### src/rtl/mem_bus_arbiter_if.sv
`default_nettype none
// ============================================================================
// Module      : mem_bus_arbiter_if
// Description : Requester and memory-bus signal bundle for mem_bus_arbiter.
// Revision    : 1.0 - initial release
// ============================================================================
interface mem_bus_arbiter_if #(
    parameter int NUM_CH = 3,
    parameter int ADDR_W = 16,
    parameter int DATA_W = 16
) ();
    logic [NUM_CH-1:0]        req;
    logic [NUM_CH-1:0]        wr;
    logic [NUM_CH*ADDR_W-1:0] addr;
    logic [NUM_CH*DATA_W-1:0] wdata;
    logic                     hold;
    logic [NUM_CH-1:0]        gnt;
    logic [NUM_CH-1:0]        done;
    logic [DATA_W-1:0]        rdata;
    logic [ADDR_W-1:0]        busAddr;
    logic                     busWr;
    logic [DATA_W-1:0]        busWdata;
    logic                     busDataOe;
    logic                     busRamEn;
    logic                     busMapEn;
    logic [DATA_W-1:0]        busRdata;

    // The arbiter serves the requesters, so it takes the slave view.
    modport slave (
        input  req, wr, addr, wdata, hold, busRdata,
        output gnt, done, rdata, busAddr, busWr, busWdata, busDataOe, busRamEn, busMapEn
    );

    modport master (
        output req, wr, addr, wdata, hold, busRdata,
        input  gnt, done, rdata, busAddr, busWr, busWdata, busDataOe, busRamEn, busMapEn
    );
endinterface
`default_nettype wire

### src/rtl/mem_bus_arbiter.sv
`default_nettype none
// ============================================================================
// Module      : mem_bus_arbiter
// Description : Multi-channel memory bus arbiter with wait states and RAM /
//               mapped-peripheral decode. Define MEM_ARB_RR_EN for
//               round-robin arbitration (fixed priority otherwise).
// Revision    : 1.0 - initial release
// ============================================================================
module mem_bus_arbiter #(
    parameter int                NUM_CH   = 3,
    parameter int                ADDR_W   = 16,
    parameter int                DATA_W   = 16,
    parameter int                WAIT_CYC = 1,
    parameter logic [ADDR_W-1:0] MAP_BASE = 16'hF000
) (
    input  wire logic        clk,
    input  wire logic        rstn,
    mem_bus_arbiter_if.slave bus
);
    localparam int                  c_IDX_W     = $clog2(NUM_CH);
    localparam int                  c_WAIT_W    = 4;
    localparam logic [c_WAIT_W-1:0] c_WAIT_LOAD = c_WAIT_W'(WAIT_CYC);

    localparam logic [1:0] c_S_IDLE    = 2'd0;
    localparam logic [1:0] c_S_ACCESS  = 2'd1;
    localparam logic [1:0] c_S_RELEASE = 2'd2;

    logic [1:0]          r_state;
    logic [1:0]          w_nextState;
    logic                r_armed;
    logic [NUM_CH-1:0]   r_gnt;
    logic [NUM_CH-1:0]   w_grantVec;
    logic                w_found;
    logic [ADDR_W-1:0]   r_addr;
    logic [ADDR_W-1:0]   w_selAddr;
    logic                r_wr;
    logic                w_selWr;
    logic [DATA_W-1:0]   r_wdata;
    logic [DATA_W-1:0]   w_selWdata;
    logic [DATA_W-1:0]   r_rdata;
    logic [c_WAIT_W-1:0] r_wait;
    logic                w_start;
    logic                w_lastAccess;
    logic                w_inAccess;
    logic                w_isMap;

    // r_armed keeps the first post-reset edge grant-free.
    assign w_start      = (r_state == c_S_IDLE) && r_armed && !bus.hold && (|bus.req);
    assign w_lastAccess = (r_state == c_S_ACCESS) && (r_wait == '0);

`ifdef MEM_ARB_RR_EN
    logic [c_IDX_W-1:0] r_ptr;
    logic [c_IDX_W-1:0] w_ptrNext;

    always_comb begin
        int k;
        k          = 0;
        w_grantVec = '0;
        w_found    = 1'b0;
        w_ptrNext  = r_ptr;
        for (int j = 0; j < NUM_CH; j++) begin
            k = int'(r_ptr) + j;
            if (k >= NUM_CH) k = k - NUM_CH;
            if (!w_found && bus.req[c_IDX_W'(k)]) begin
                w_found                     = 1'b1;
                w_grantVec[c_IDX_W'(k)]     = 1'b1;
                w_ptrNext                   = (k == NUM_CH - 1) ? '0 : c_IDX_W'(k + 1);
            end
        end
    end

    always_ff @(posedge clk or negedge rstn) begin
        if (!rstn)        r_ptr <= '0;
        else if (w_start) r_ptr <= w_ptrNext;
    end
`else
    always_comb begin
        w_grantVec = '0;
        w_found    = 1'b0;
        for (int j = 0; j < NUM_CH; j++) begin
            if (!w_found && bus.req[j]) begin
                w_found       = 1'b1;
                w_grantVec[j] = 1'b1;
            end
        end
    end
`endif

    always_comb begin
        w_selAddr  = '0;
        w_selWr    = 1'b0;
        w_selWdata = '0;
        for (int j = 0; j < NUM_CH; j++) begin
            if (w_grantVec[j]) begin
                w_selAddr  = bus.addr[j*ADDR_W +: ADDR_W];
                w_selWr    = bus.wr[j];
                w_selWdata = bus.wdata[j*DATA_W +: DATA_W];
            end
        end
    end

    always_ff @(posedge clk or negedge rstn) begin
        if (!rstn) r_state <= c_S_IDLE;
        else       r_state <= w_nextState;
    end

    always_comb begin
        w_nextState = r_state;
        case (r_state)
            c_S_IDLE:    if (w_start) w_nextState = c_S_ACCESS;
            c_S_ACCESS:  if (r_wait == '0) w_nextState = c_S_RELEASE;
            c_S_RELEASE: w_nextState = c_S_IDLE;
            default:     w_nextState = c_S_IDLE;
        endcase
    end

    always_ff @(posedge clk or negedge rstn) begin
        if (!rstn) begin
            r_armed <= 1'b0;
            r_gnt   <= '0;
            r_addr  <= '0;
            r_wr    <= 1'b0;
            r_wdata <= '0;
            r_wait  <= '0;
            r_rdata <= '0;
        end else begin
            r_armed <= 1'b1;
            if (w_start) begin
                r_gnt   <= w_grantVec;
                r_addr  <= w_selAddr;
                r_wr    <= w_selWr;
                r_wdata <= w_selWdata;
                r_wait  <= c_WAIT_LOAD;
            end else if ((r_state == c_S_ACCESS) && (r_wait != '0)) begin
                r_wait <= r_wait - c_WAIT_W'(1);
            end else if (r_state == c_S_RELEASE) begin
                r_gnt <= '0;
            end
            if (w_lastAccess && !r_wr) r_rdata <= bus.busRdata;
        end
    end

    assign w_inAccess = (r_state == c_S_ACCESS);
    assign w_isMap    = (r_addr >= MAP_BASE);

    always_comb begin
        bus.gnt       = r_gnt;
        bus.done      = (r_state == c_S_RELEASE) ? r_gnt : '0;
        bus.rdata     = r_rdata;
        bus.busAddr   = r_addr;
        bus.busWdata  = r_wdata;
        bus.busWr     = w_inAccess & r_wr;
        bus.busDataOe = w_inAccess & r_wr;
        bus.busRamEn  = w_inAccess & !w_isMap;
        bus.busMapEn  = w_inAccess & w_isMap;
    end
endmodule
`default_nettype wire

### src/flat_wrapper.sv
// flat-port wrapper written by rule: the top's interface ports become plain ports
module mem_bus_arbiter_flat 
#(
    parameter int                NUM_CH   = 3,
    parameter int                ADDR_W   = 16,
    parameter int                DATA_W   = 16,
    parameter int                WAIT_CYC = 1,
    parameter logic [ADDR_W-1:0] MAP_BASE = 16'hF000
)
  (clk, rstn, bus_req, bus_wr, bus_addr, bus_wdata, bus_hold, bus_busRdata, bus_gnt, bus_done, bus_rdata, bus_busAddr, bus_busWr, bus_busWdata, bus_busDataOe, bus_busRamEn, bus_busMapEn);
  mem_bus_arbiter_if #(.NUM_CH(NUM_CH), .ADDR_W(ADDR_W), .DATA_W(DATA_W)) bus_i ();
  input  wire logic clk;
  input  wire logic rstn;
  input wire logic [$bits(bus_i.req)-1:0] bus_req;
  input wire logic [$bits(bus_i.wr)-1:0] bus_wr;
  input wire logic [$bits(bus_i.addr)-1:0] bus_addr;
  input wire logic [$bits(bus_i.wdata)-1:0] bus_wdata;
  input wire logic [$bits(bus_i.hold)-1:0] bus_hold;
  input wire logic [$bits(bus_i.busRdata)-1:0] bus_busRdata;
  output wire logic [$bits(bus_i.gnt)-1:0] bus_gnt;
  output wire logic [$bits(bus_i.done)-1:0] bus_done;
  output wire logic [$bits(bus_i.rdata)-1:0] bus_rdata;
  output wire logic [$bits(bus_i.busAddr)-1:0] bus_busAddr;
  output wire logic [$bits(bus_i.busWr)-1:0] bus_busWr;
  output wire logic [$bits(bus_i.busWdata)-1:0] bus_busWdata;
  output wire logic [$bits(bus_i.busDataOe)-1:0] bus_busDataOe;
  output wire logic [$bits(bus_i.busRamEn)-1:0] bus_busRamEn;
  output wire logic [$bits(bus_i.busMapEn)-1:0] bus_busMapEn;
  assign bus_i.req = bus_req;
  assign bus_i.wr = bus_wr;
  assign bus_i.addr = bus_addr;
  assign bus_i.wdata = bus_wdata;
  assign bus_i.hold = bus_hold;
  assign bus_i.busRdata = bus_busRdata;
  assign bus_gnt = bus_i.gnt;
  assign bus_done = bus_i.done;
  assign bus_rdata = bus_i.rdata;
  assign bus_busAddr = bus_i.busAddr;
  assign bus_busWr = bus_i.busWr;
  assign bus_busWdata = bus_i.busWdata;
  assign bus_busDataOe = bus_i.busDataOe;
  assign bus_busRamEn = bus_i.busRamEn;
  assign bus_busMapEn = bus_i.busMapEn;
  mem_bus_arbiter #(.NUM_CH(NUM_CH), .ADDR_W(ADDR_W), .DATA_W(DATA_W), .WAIT_CYC(WAIT_CYC), .MAP_BASE(MAP_BASE)) u_core (.clk(clk), .rstn(rstn), .bus(bus_i));
endmodule
### config.mk
export PLATFORM = sky130hd
export DESIGN_NAME = mem_bus_arbiter_flat
export DESIGN_NICKNAME = d
export VERILOG_FILES = /design/src/rtl/mem_bus_arbiter_if.sv /design/src/rtl/mem_bus_arbiter.sv /design/src/flat_wrapper.sv
export SDC_FILE = /design/constraint.sdc
export NUM_CORES = 1
export LEC_CHECK = 0
export BUFFER_PORTS_ARGS = -buffer_cell sky130_fd_sc_hd__buf_4
export CAP_MARGIN = 40
export CELL_PAD_IN_SITES_DETAIL_PLACEMENT = 1
export CELL_PAD_IN_SITES_GLOBAL_PLACEMENT = 1
export CORE_UTILIZATION = 34
export DETAILED_ROUTE_END_ITERATION = 12
export HOLD_SLACK_MARGIN = 0.02
export PLACE_DENSITY_LB_ADDON = 0.1
export SETUP_SLACK_MARGIN = 0.3
export SLEW_MARGIN = 20
export SYNTH_ARGS = -nofsm -noshare
export SYNTH_HDL_FRONTEND = slang
export SYNTH_SLANG_ARGS = --single-unit
### constraint.sdc
create_clock -name clk -period 4.7 [get_ports clk]
set_input_delay 0.47 -clock clk [delete_from_list [all_inputs] [get_ports clk]]
set_output_delay 0.47 -clock clk [all_outputs]
set_load 0.1 [all_outputs]
==> reports/metrics.csv, run 1 <==
metric,value,unit
outcome,completed,
critical path type,reg -> reg,
relative slew slack,52.1,%
number of synthesized flops with an enable pin,0,
share of layout cells above drive strength 1,48.5,%
CP max stage cell,nor4b_2,
clock root buffer,clkbuf_8,
TNS Setup,0,ps
"Hold Violations, Final",0,
Max Cap Viol,0,
startpoint types,flip-flop,
CTS tree,built,
post-synthesis cell area,3070,um2
CTS Hold Bufs,0,
f_max,448,MHz
initial core utilization,35.2,%
worst r2r path cells,4,
gr usage total,21.3,%
Post-Route WL,9750,um
Die Height,97.0,um
I/O Buffers,178,
Async SR Flop Fraction,100,%
fin crit period,2230,ps
H-tree levels,3,
CP Cell Sequence,nor4b_2 > nand2b_1 > buf_4 > o31ai_1,
class of the worst hold path,in -> reg,
Worst-Skew Late Latency,330,ps
HPWL after DPL,6830,um
Antenna Nets Post-Route,0,
drt pass-1 iters,4,
post-DR wirelength/cell,17.4,um
post-synthesis sequential area ratio,48.1,%
Fill cells,992,
worst path arrival time,2460,ps
crit path max fanout,21,
Antenna Cells,0,
core area,8720,um2
Clock Skews,7.92,ps
Synth Warn #,0,
Die Width,97.0,um
vias in the first global route,3122,
Crit path depth,4,
RSZ-0062 raised after global routing,false,
"commonest non-fill, non-tap cell in the layout",buf_4,
CTS Sinks,59,
total grt overflow,0,
hold path depth,2,
clk buf depth,2,
"commonest cells after routing, fill and taps aside","buf_4, dfrtp_1, o21ai_0",
via count,2980,
largest net degree at the start of global routing,71,
Mean Syn Cell Area,10.8,um2
die area,9400,um2
row cnt,34,
Setup crit start,u_core.r_state[1],
Final Setup Violations,0,
Cells after Synth,284,
family with the most delay on the worst path,simple AND/OR/NAND/NOR gates,
nature of the critical path endpoint,flip-flop,
NumNets Final,572,
Critical Path RT,4930,ps
total CTS buffers,9,
"Slew Viols, Final",0,
crit path buf inv count,1,
max incr delay on CP,520,ps
synthesized net count,407,
Post-CTS Resized,0,
r2r startpoint,u_core.r_state[1],
dominant synthesized flop cell,dfrtp_1,
Worst-Margin Slew,718,ps
worst hold start,bus_busRdata[12],
Post-CTS Setup Inserts,0,
fin crit share,47.5,%
drc violations,0,
"Distinct cells, synth",34,
via/cell ratio,5.32,
Synth Register Bits,59,
Area Overhead vs Synth,52.4,%
CTS clock-pin slew for the worst setup and hold paths,70,ps
# IOs,179,
antenna violations before repair,0,
number of DRC markers in iteration 0,56,
first-pass GRT wire length,16100,um
Final Wtd Congestion,0.753,
-- logic make-up (layout without fill, tap and decap cells) --
kind of cell | after synthesis | after routing | synth area share [%]
adders and majority gates | 2 | 2 | 0.816
other | 1 | 1 | 0.122
buffers and inverters | 33 | 201 | 5.22
DFF | 59 | 59 | 48.1
and+or+nand+nor | 62 | 62 | 12.9
muxes | 19 | 19 | 8.08
AOI/OAI and AO/OA | 108 | 108 | 24.7
-- stage by stage --
| step | utilization (%) | area [um2] | hold slack, ps | instances | setup slack (ps) |
|---|---|---|---|---|---|
| 4_1_cts | 53.2 | 4640 | 242 | 558 | 2410 |
| 6_report | 53.6 | 4670 | 370 | 560 | 2470 |
| 3_3_place_gp | 50.7 | 4420 | 474 | 543 | 2370 |
| 2_1_floorplan | - | 3070 | 174 | 284 | 1820 |
| 3_5_place_dp | 50.9 | 4440 | 473 | 544 | 2340 |
| 5_1_grt | 53.6 | 4670 | 355 | 560 | 2240 |
-- synth_stat cells, types with 2 or more instances --
| master | instances | area share [%] |
|---|---|---|
| mux2_2 | 6 | 2.2 |
| nand2b_1 | 3 | 0.61 |
| nand2_1 | 2 | 0.24 |
| ha_1 | 2 | 0.82 |
| dfrtp_1 | 59 | 48 |
| mux2_4 | 10 | 4.9 |
| o31ai_1 | 33 | 8.1 |
| nor2_1 | 5 | 0.61 |
| nor2b_1 | 36 | 7.3 |
| clkbuf_1 | 20 | 2.4 |
| nand3_1 | 3 | 0.49 |
| buf_2 | 7 | 1.1 |
| inv_1 | 3 | 0.37 |
| a221oi_1 | 33 | 9.4 |
| o21ai_0 | 37 | 6.0 |
| and2_1 | 5 | 1.0 |
| mux2i_1 | 3 | 0.98 |
-- metal layers --
layer / track usage (%) / share of wire, % / vias up
li1: - / - / 1399
met1: 26.8 / 42 / 1454
met2: 34.9 / 49 / 116
met3: 6.43 / 7.6 / 11
met4: 7.12 / 1.3 / 0
met5: 0 / 0 / -
-- area by class of cell --
type	instances	area, um2	share of cell area (%)
Sequential cell	59	1480	31.6
Tap cell	108	135	2.89
Clock inverter	2	35.0	0.750
Multi-Input combinational cell	192	1440	30.8
Timing Repair Buffer	184	1410	30.2
Clock buffer	12	165	3.53
Inverter	3	11.3	0.241
-- final timing paths --
path                                               end  slack (ps)
worst min-delay path              u_core.bus.rdata[12]         370
worst min register to register        u_core.r_wait[3]         480
worst max register to register  u_core.bus.busAddr[12]        2470
worst max-delay path            u_core.bus.busAddr[12]        2470
min in group asynchronous               u_core.r_armed         490
max in group asynchronous       u_core.bus.busAddr[14]        3720
-- registers in the layout, indices dropped and copies added (netlist names) --
signal and cells:
u_core.bus.busAddr 16, u_core.bus.busWdata 16, u_core.bus.gnt 3, u_core.bus.rdata 16
u_core.r_armed 1, u_core.r_state 2, u_core.r_wait 4, u_core.r_wr 1
Power of run 1 is left out: the tool's default activity adds up to more than one toggle a clock period on the data nets, which glitch-free logic cannot reach.
==> run 2, diff against run 1 <==
--- a/config.mk
+++ b/config.mk
@@ -9,7 +9,7 @@
 export CAP_MARGIN = 40
 export CELL_PAD_IN_SITES_DETAIL_PLACEMENT = 1
 export CELL_PAD_IN_SITES_GLOBAL_PLACEMENT = 1
-export CORE_UTILIZATION = 34
+export CORE_UTILIZATION = 29
 export DETAILED_ROUTE_END_ITERATION = 12
 export HOLD_SLACK_MARGIN = 0.02
 export PLACE_DENSITY_LB_ADDON = 0.1
==> constraint.sdc (replaced) <==
create_clock -name clk -period 2 [get_ports clk]
set_input_delay 0.2 -clock clk [delete_from_list [all_inputs] [get_ports clk]]
set_output_delay 0.2 -clock clk [all_outputs]
set_load 0.1 [all_outputs]
==> run 2 against run 1 <==
Global-route usage down 1.8 points. Non-clock buffer count up 18. Final cell count up 8.6%. Critical path depth up 3. Routed wire length up 10%. Worst setup slack worse by 2300 ps. Largest cell class is now non-clock buffers.
==> reports/metrics.csv, run 2 (synthesis results as in run 1) <==
metric,value,unit
antenna violations before repair,0,
worst r2r path cells,7,
clock root buffer,clkbuf_8,
Max Cap Viol,0,
worst path arrival time,2060,ps
first-pass GRT wire length,16800,um
H-tree levels,3,
# IOs,179,
initial core utilization,29.8,%
fin crit share,91.9,%
critical path type,reg -> reg,
CTS Sinks,59,
Final Setup Violations,0,
drt pass-1 iters,4,
hold path depth,2,
CTS clock-pin slew for the worst setup and hold paths,80,ps
total grt overflow,0,
outcome,completed,
Hold EP,u_core.bus.rdata[10],
"commonest non-fill, non-tap cell in the layout",buf_4,
Clock Skews,10.3,ps
Antenna Nets Post-Route,0,
gr usage total,19.5,%
f_max,544,MHz
TNS Setup,0,ps
startpoint types,flip-flop,
share of layout cells above drive strength 1,54.9,%
number of DRC markers in iteration 0,64,
"Hold Violations, Final",0,
Critical Path RT,2220,ps
class of the worst hold path,in -> reg,
nature of the critical path endpoint,flip-flop,
Crit Reg-Reg Endpoint,u_core.bus.rdata[3],
Hold WS,82.3,ps
Setup crit start,u_core.r_wait[1],
worst hold start,bus_busRdata[10],
clk buf depth,2,
Post-Route WL,10700,um
via/cell ratio,5.07,
row cnt,37,
Die Width,105,um
NumNets Final,590,
via count,3084,
die area,11000,um2
FF-to-FF setup slack,160,ps
Die Height,105,um
vias in the first global route,3252,
drc violations,0,
core area,10300,um2
RSZ-0062 raised after global routing,true,
r2r startpoint,u_core.r_wait[1],
Area Overhead vs Synth,63.4,%
fin crit period,1840,ps
post-DR wirelength/cell,17.7,um
largest net degree at the start of global routing,60,
"commonest cells after routing, fill and taps aside","buf_4, dfrtp_1, nor2b_1",
"Slew Viols, Final",0,
Worst-Skew Late Latency,340,ps
Antenna Cells,0,
crit path max fanout,8,
I/O Buffers,178,
Final Wtd Congestion,0.729,
CTS tree,built,
total CTS buffers,9,
HPWL after DPL,7240,um
[run 2: cell types whose count changed in the layout (fill, tap and decap cells not counted), moves of 5 or more]
cell | before | now
and2_1 | 5 | 0
buf_4 | 181 | 186
buf_6 | 0 | 11
dfrtp_1 | 59 | 50
dfrtp_2 | 0 | 9
o21ai_0 | 37 | 32
o21ai_1 | 1 | 6
[run 2: layout make-up]
type                    count  area, um2
clock buffers               9        124
clock inverters             7        116
fillers                  1172       5270
inverters                   3       11.3
multi-input cells         192       1480
flip-flops and latches     59       1490
well taps                 136        170
repair buffers            202       1620
[run 2: critical path, cell delays in order (launching register included)]
cell and delay [ps]:
dfrtp_1 400, inv_2 70, ha_1 130, or3b_4 390
nor3_4 170, buf_6 130, buf_12 110, mux2_2 330
[run 2: timing repair]
action                                 CTS  global route
endpoints found under the hold margin   59             0
resized for setup                        8            19
cloned                                   1             0
setup buffers                            6             5
setup endpoints to repair               25            60
hold buffers                             1             0
[run 2: per-layer routing]
layer	global-route usage, %	vias up	wire [um]
met4	5.23	0	123
li1	-	1439	-
met5	0	-	0
met1	23.9	1508	4540
met3	4.93	13	664
met2	34.1	124	5420
[run 2: per-stage QoR]
stage	cells	setup WS [ps]	cell area (um2)	utilization, %
2_1_floorplan	284	59.1	3090	-
3_3_place_gp	578	199	4540	44.2
3_5_place_dp	578	143	4540	44.2
4_1_cts	602	172	4880	47.5
5_1_grt	608	84.8	5010	48.7
6_report	608	163	5010	48.7
[run 2: worst max path at each step]
stage	endpoint	slack, ps	cells past startpoint
final	u_core.bus.rdata[3]	160	7
after global routing	u_core.bus.rdata[4]	80	7
after CTS	u_core.bus.rdata[3]	170	7
after detailed placement	u_core.bus.rdata[3]	140	6
after global placement	u_core.bus.rdata[3]	200	6
after floorplan	u_core.bus.rdata[10]	60	7
Power of run 2 is left out for the same reason.
==> run 3, diff against run 2 <==
--- a/config.mk
+++ b/config.mk
@@ -5,14 +5,15 @@
 export SDC_FILE = /design/constraint.sdc
 export NUM_CORES = 1
 export LEC_CHECK = 0
+export ABC_AREA = 1
 export BUFFER_PORTS_ARGS = -buffer_cell sky130_fd_sc_hd__buf_4
-export CAP_MARGIN = 40
 export CELL_PAD_IN_SITES_DETAIL_PLACEMENT = 1
 export CELL_PAD_IN_SITES_GLOBAL_PLACEMENT = 1
-export CORE_UTILIZATION = 29
+export CORE_UTILIZATION = 27
 export DETAILED_ROUTE_END_ITERATION = 12
 export HOLD_SLACK_MARGIN = 0.02
 export PLACE_DENSITY_LB_ADDON = 0.1
+export RECOVER_POWER = 25
 export SETUP_SLACK_MARGIN = 0.3
 export SLEW_MARGIN = 20
 export SYNTH_ARGS = -nofsm -noshare
==> run 3 against run 2 <==
Non-clock buffer count shrank 17. Clock skew shrank 5.3 ps. Routed wire length grew 0.12%. Register-to-register slack gained 320 ps. Via count grew 12%. Area after synthesis grew 1.8%. Flip-flop and latch count is the same.
==> reports/metrics.csv, run 3 <==
metric,value,unit
number of synthesized flops with an enable pin,0,
drt pass-1 iters,4,
sequential share of power,21.4,%
clock root buffer,clkbuf_16,
combinational share of power,63.1,%
top cell type by total area after synthesis,dfrtp_1,
total CTS buffers,9,
most frequent cell after synthesis,nand2_1,
startpoint types,flip-flop,
total grt overflow,0,
Synth area leaders,"dfrtp_1, nand2_1, nand3_1",
Antenna Nets Post-Route,0,
Mean Syn Cell Area,7.28,um2
share of layout cells above drive strength 1,36.5,%
CTS Sinks,59,
H-tree levels,3,
worst r2r path cells,5,
Synth Register Bits,59,
Worst-Skew Late Latency,320,ps
number of DRC markers in iteration 0,87,
TNS Setup,0,ps
family with the most delay on the worst path,flip-flops,
Clock Skews,4.93,ps
Critical Path RT,1800,ps
Die Width,110,um
synth cell count leaders,"nand2_1, nand3_1, dfrtp_1, inv_1, nor2_1",
Antenna Cells,0,
row cnt,38,
first-pass GRT wire length,17600,um
FF-to-FF setup slack,480,ps
Power Dens Cells,2020,nW/um2
"Distinct cells, synth",24,
I/O Buffers,178,
Sw Ratio,59.3,%
antenna violations before repair,0,
Post-DP Area,4590,um2
synthesized net count,552,
fin crit share,80.4,%
post-synthesis cell area,3120,um2
Int Pwr,0.00404,W
Final Cell Area,4910,um2
"commonest cells after routing, fill and taps aside","nand2_1, buf_4, nand3_1",
critical path type,reg -> out,
Async SR Flop Fraction,100,%
RSZ-0062 raised after global routing,true,
f_max,622,MHz
vias in the first global route,3630,
Final Setup Violations,0,
via/cell ratio,4.62,
fin crit period,1610,ps
dominant synthesized flop cell,dfrtp_1,
clk buf depth,2,
HPWL after DPL,8090,um
Synth Warn #,0,
relative slew slack,48.6,%
gr usage total,19.2,%
Power Total,0.00993,W
worst path arrival time,1410,ps
footprint of the multi-input gates,1480,um2
Hold WS,119,ps
CP Cell Sequence,nor2_2 > inv_2 > nor2_4 > buf_4,
fin util,44.5,%
Final Wtd Congestion,0.730,
"Slew Viols, Final",0,
worst hold start,bus_busRdata[0],
Cells after Synth,429,
Fill cells,1395,
"Hold Violations, Final",0,
via count,3441,
"commonest non-fill, non-tap cell in the layout",nand2_1,
Max Cap Viol,0,
Post-Route WL,10800,um
CP max stage cell,dfrtp_1,
largest net degree at the start of global routing,60,
crit path buf inv count,2,
Post-CTS Setup Inserts,0,
CTS tree,built,
initial core utilization,28.3,%
Die Height,110,um
die area,12000,um2
CTS clock-pin slew for the worst setup and hold paths,50,ps
hold path depth,3,
share of total power in the clock network,15.5,%
Yosys top cell area share,47.3,%
Worst-Margin Slew,771,ps
Peak VDD IR,0.000964,V
core area,11000,um2
r2r startpoint,u_core.r_state[1],
Area Overhead vs Synth,57.1,%
crit path max fanout,4,
nature of the critical path endpoint,output pin,
class of the worst hold path,in -> reg,
Setup crit start,u_core.r_state[1],
# IOs,179,
drc violations,0,
post-synthesis sequential area ratio,47.3,%
LEAKAGE,2.68,nW
Crit path depth,4,
post-DR wirelength/cell,14.4,um
NetSw,0.00589,W
max incr delay on CP,410,ps
NumNets Final,723,
outcome,completed,
Register Area,1490,um2
-- run 3: logic make-up after synthesis --
logic type,synth area share (%)
AND/OR/NAND/NOR,44.8
flip-flops,47.3
buffers and inverters,6.77
adder cells (fa/ha/maj),0.801
XOR/XNOR,0.280
other,0.120
-- run 3: power groups by stage --
stage / Combinational, W / Clock, W / Sequential (W)
2_1_floorplan: 0.00127 / 0 / 0.00570
3_3_place_gp: 0.00627 / 0 / 0.00212
3_5_place_dp: 0.00632 / 0 / 0.00214
4_1_cts: 0.00634 / 0.00159 / 0.00213
5_1_grt: 0.00658 / 0.00164 / 0.00221
6_report: 0.00626 / 0.00154 / 0.00212
-- run 3: worst paths after layout --
| path | endpoint |
|---|---|
| max | bus_busMapEn |
| min | u_core.bus.rdata[0] |
| max reg2reg | u_core.bus.gnt[0] |
| min reg2reg | u_core.bus.rdata[15] |
| max in group asynchronous | u_core.bus.busAddr[12] |
| min in group asynchronous | u_core.bus.busWdata[8] |
-- run 3: per-layer routing --
layer	GRT usage (%)	up-vias	share of wire (%)
met2	34.3	92	51
met3	4.33	12	5.8
met5	0	-	0
li1	-	1699	-
met4	6.29	0	1.3
met1	22.6	1638	42
-- run 3: stage by stage --
stage / cells / worst slack (ps)
2_1_floorplan: 429 / 118
3_3_place_gp: 728 / 443
3_5_place_dp: 728 / 398
4_1_cts: 745 / 364
5_1_grt: 745 / 296
6_report: 745 / 392
-- run 3: area by class of cell --
type / instances / area share (%)
Sequential cell: 59 / 30.3
Multi-Input combinational cell: 330 / 30.2
Timing Repair Buffer: 185 / 28.6
Clock buffer: 14 / 5.38
Tap cell: 140 / 3.57
Inverter: 15 / 1.25
Clock inverter: 2 / 0.714
-- run 3: timing repair --
item | CTS | global route
hold buffers | 1 | 0
pin swaps | 0 | 1
endpoints found under the setup margin | 3 | 16
hold endpoints to repair | 59 | 0
gates resized for setup | 1 | 1
-- run 3: worst min-delay path: cells and delay by family --
family	cells	cell delay (ps)
buffers and inverters	1	80
AND/OR/NAND/NOR	2	120
(Power assumes the default switching activity.)
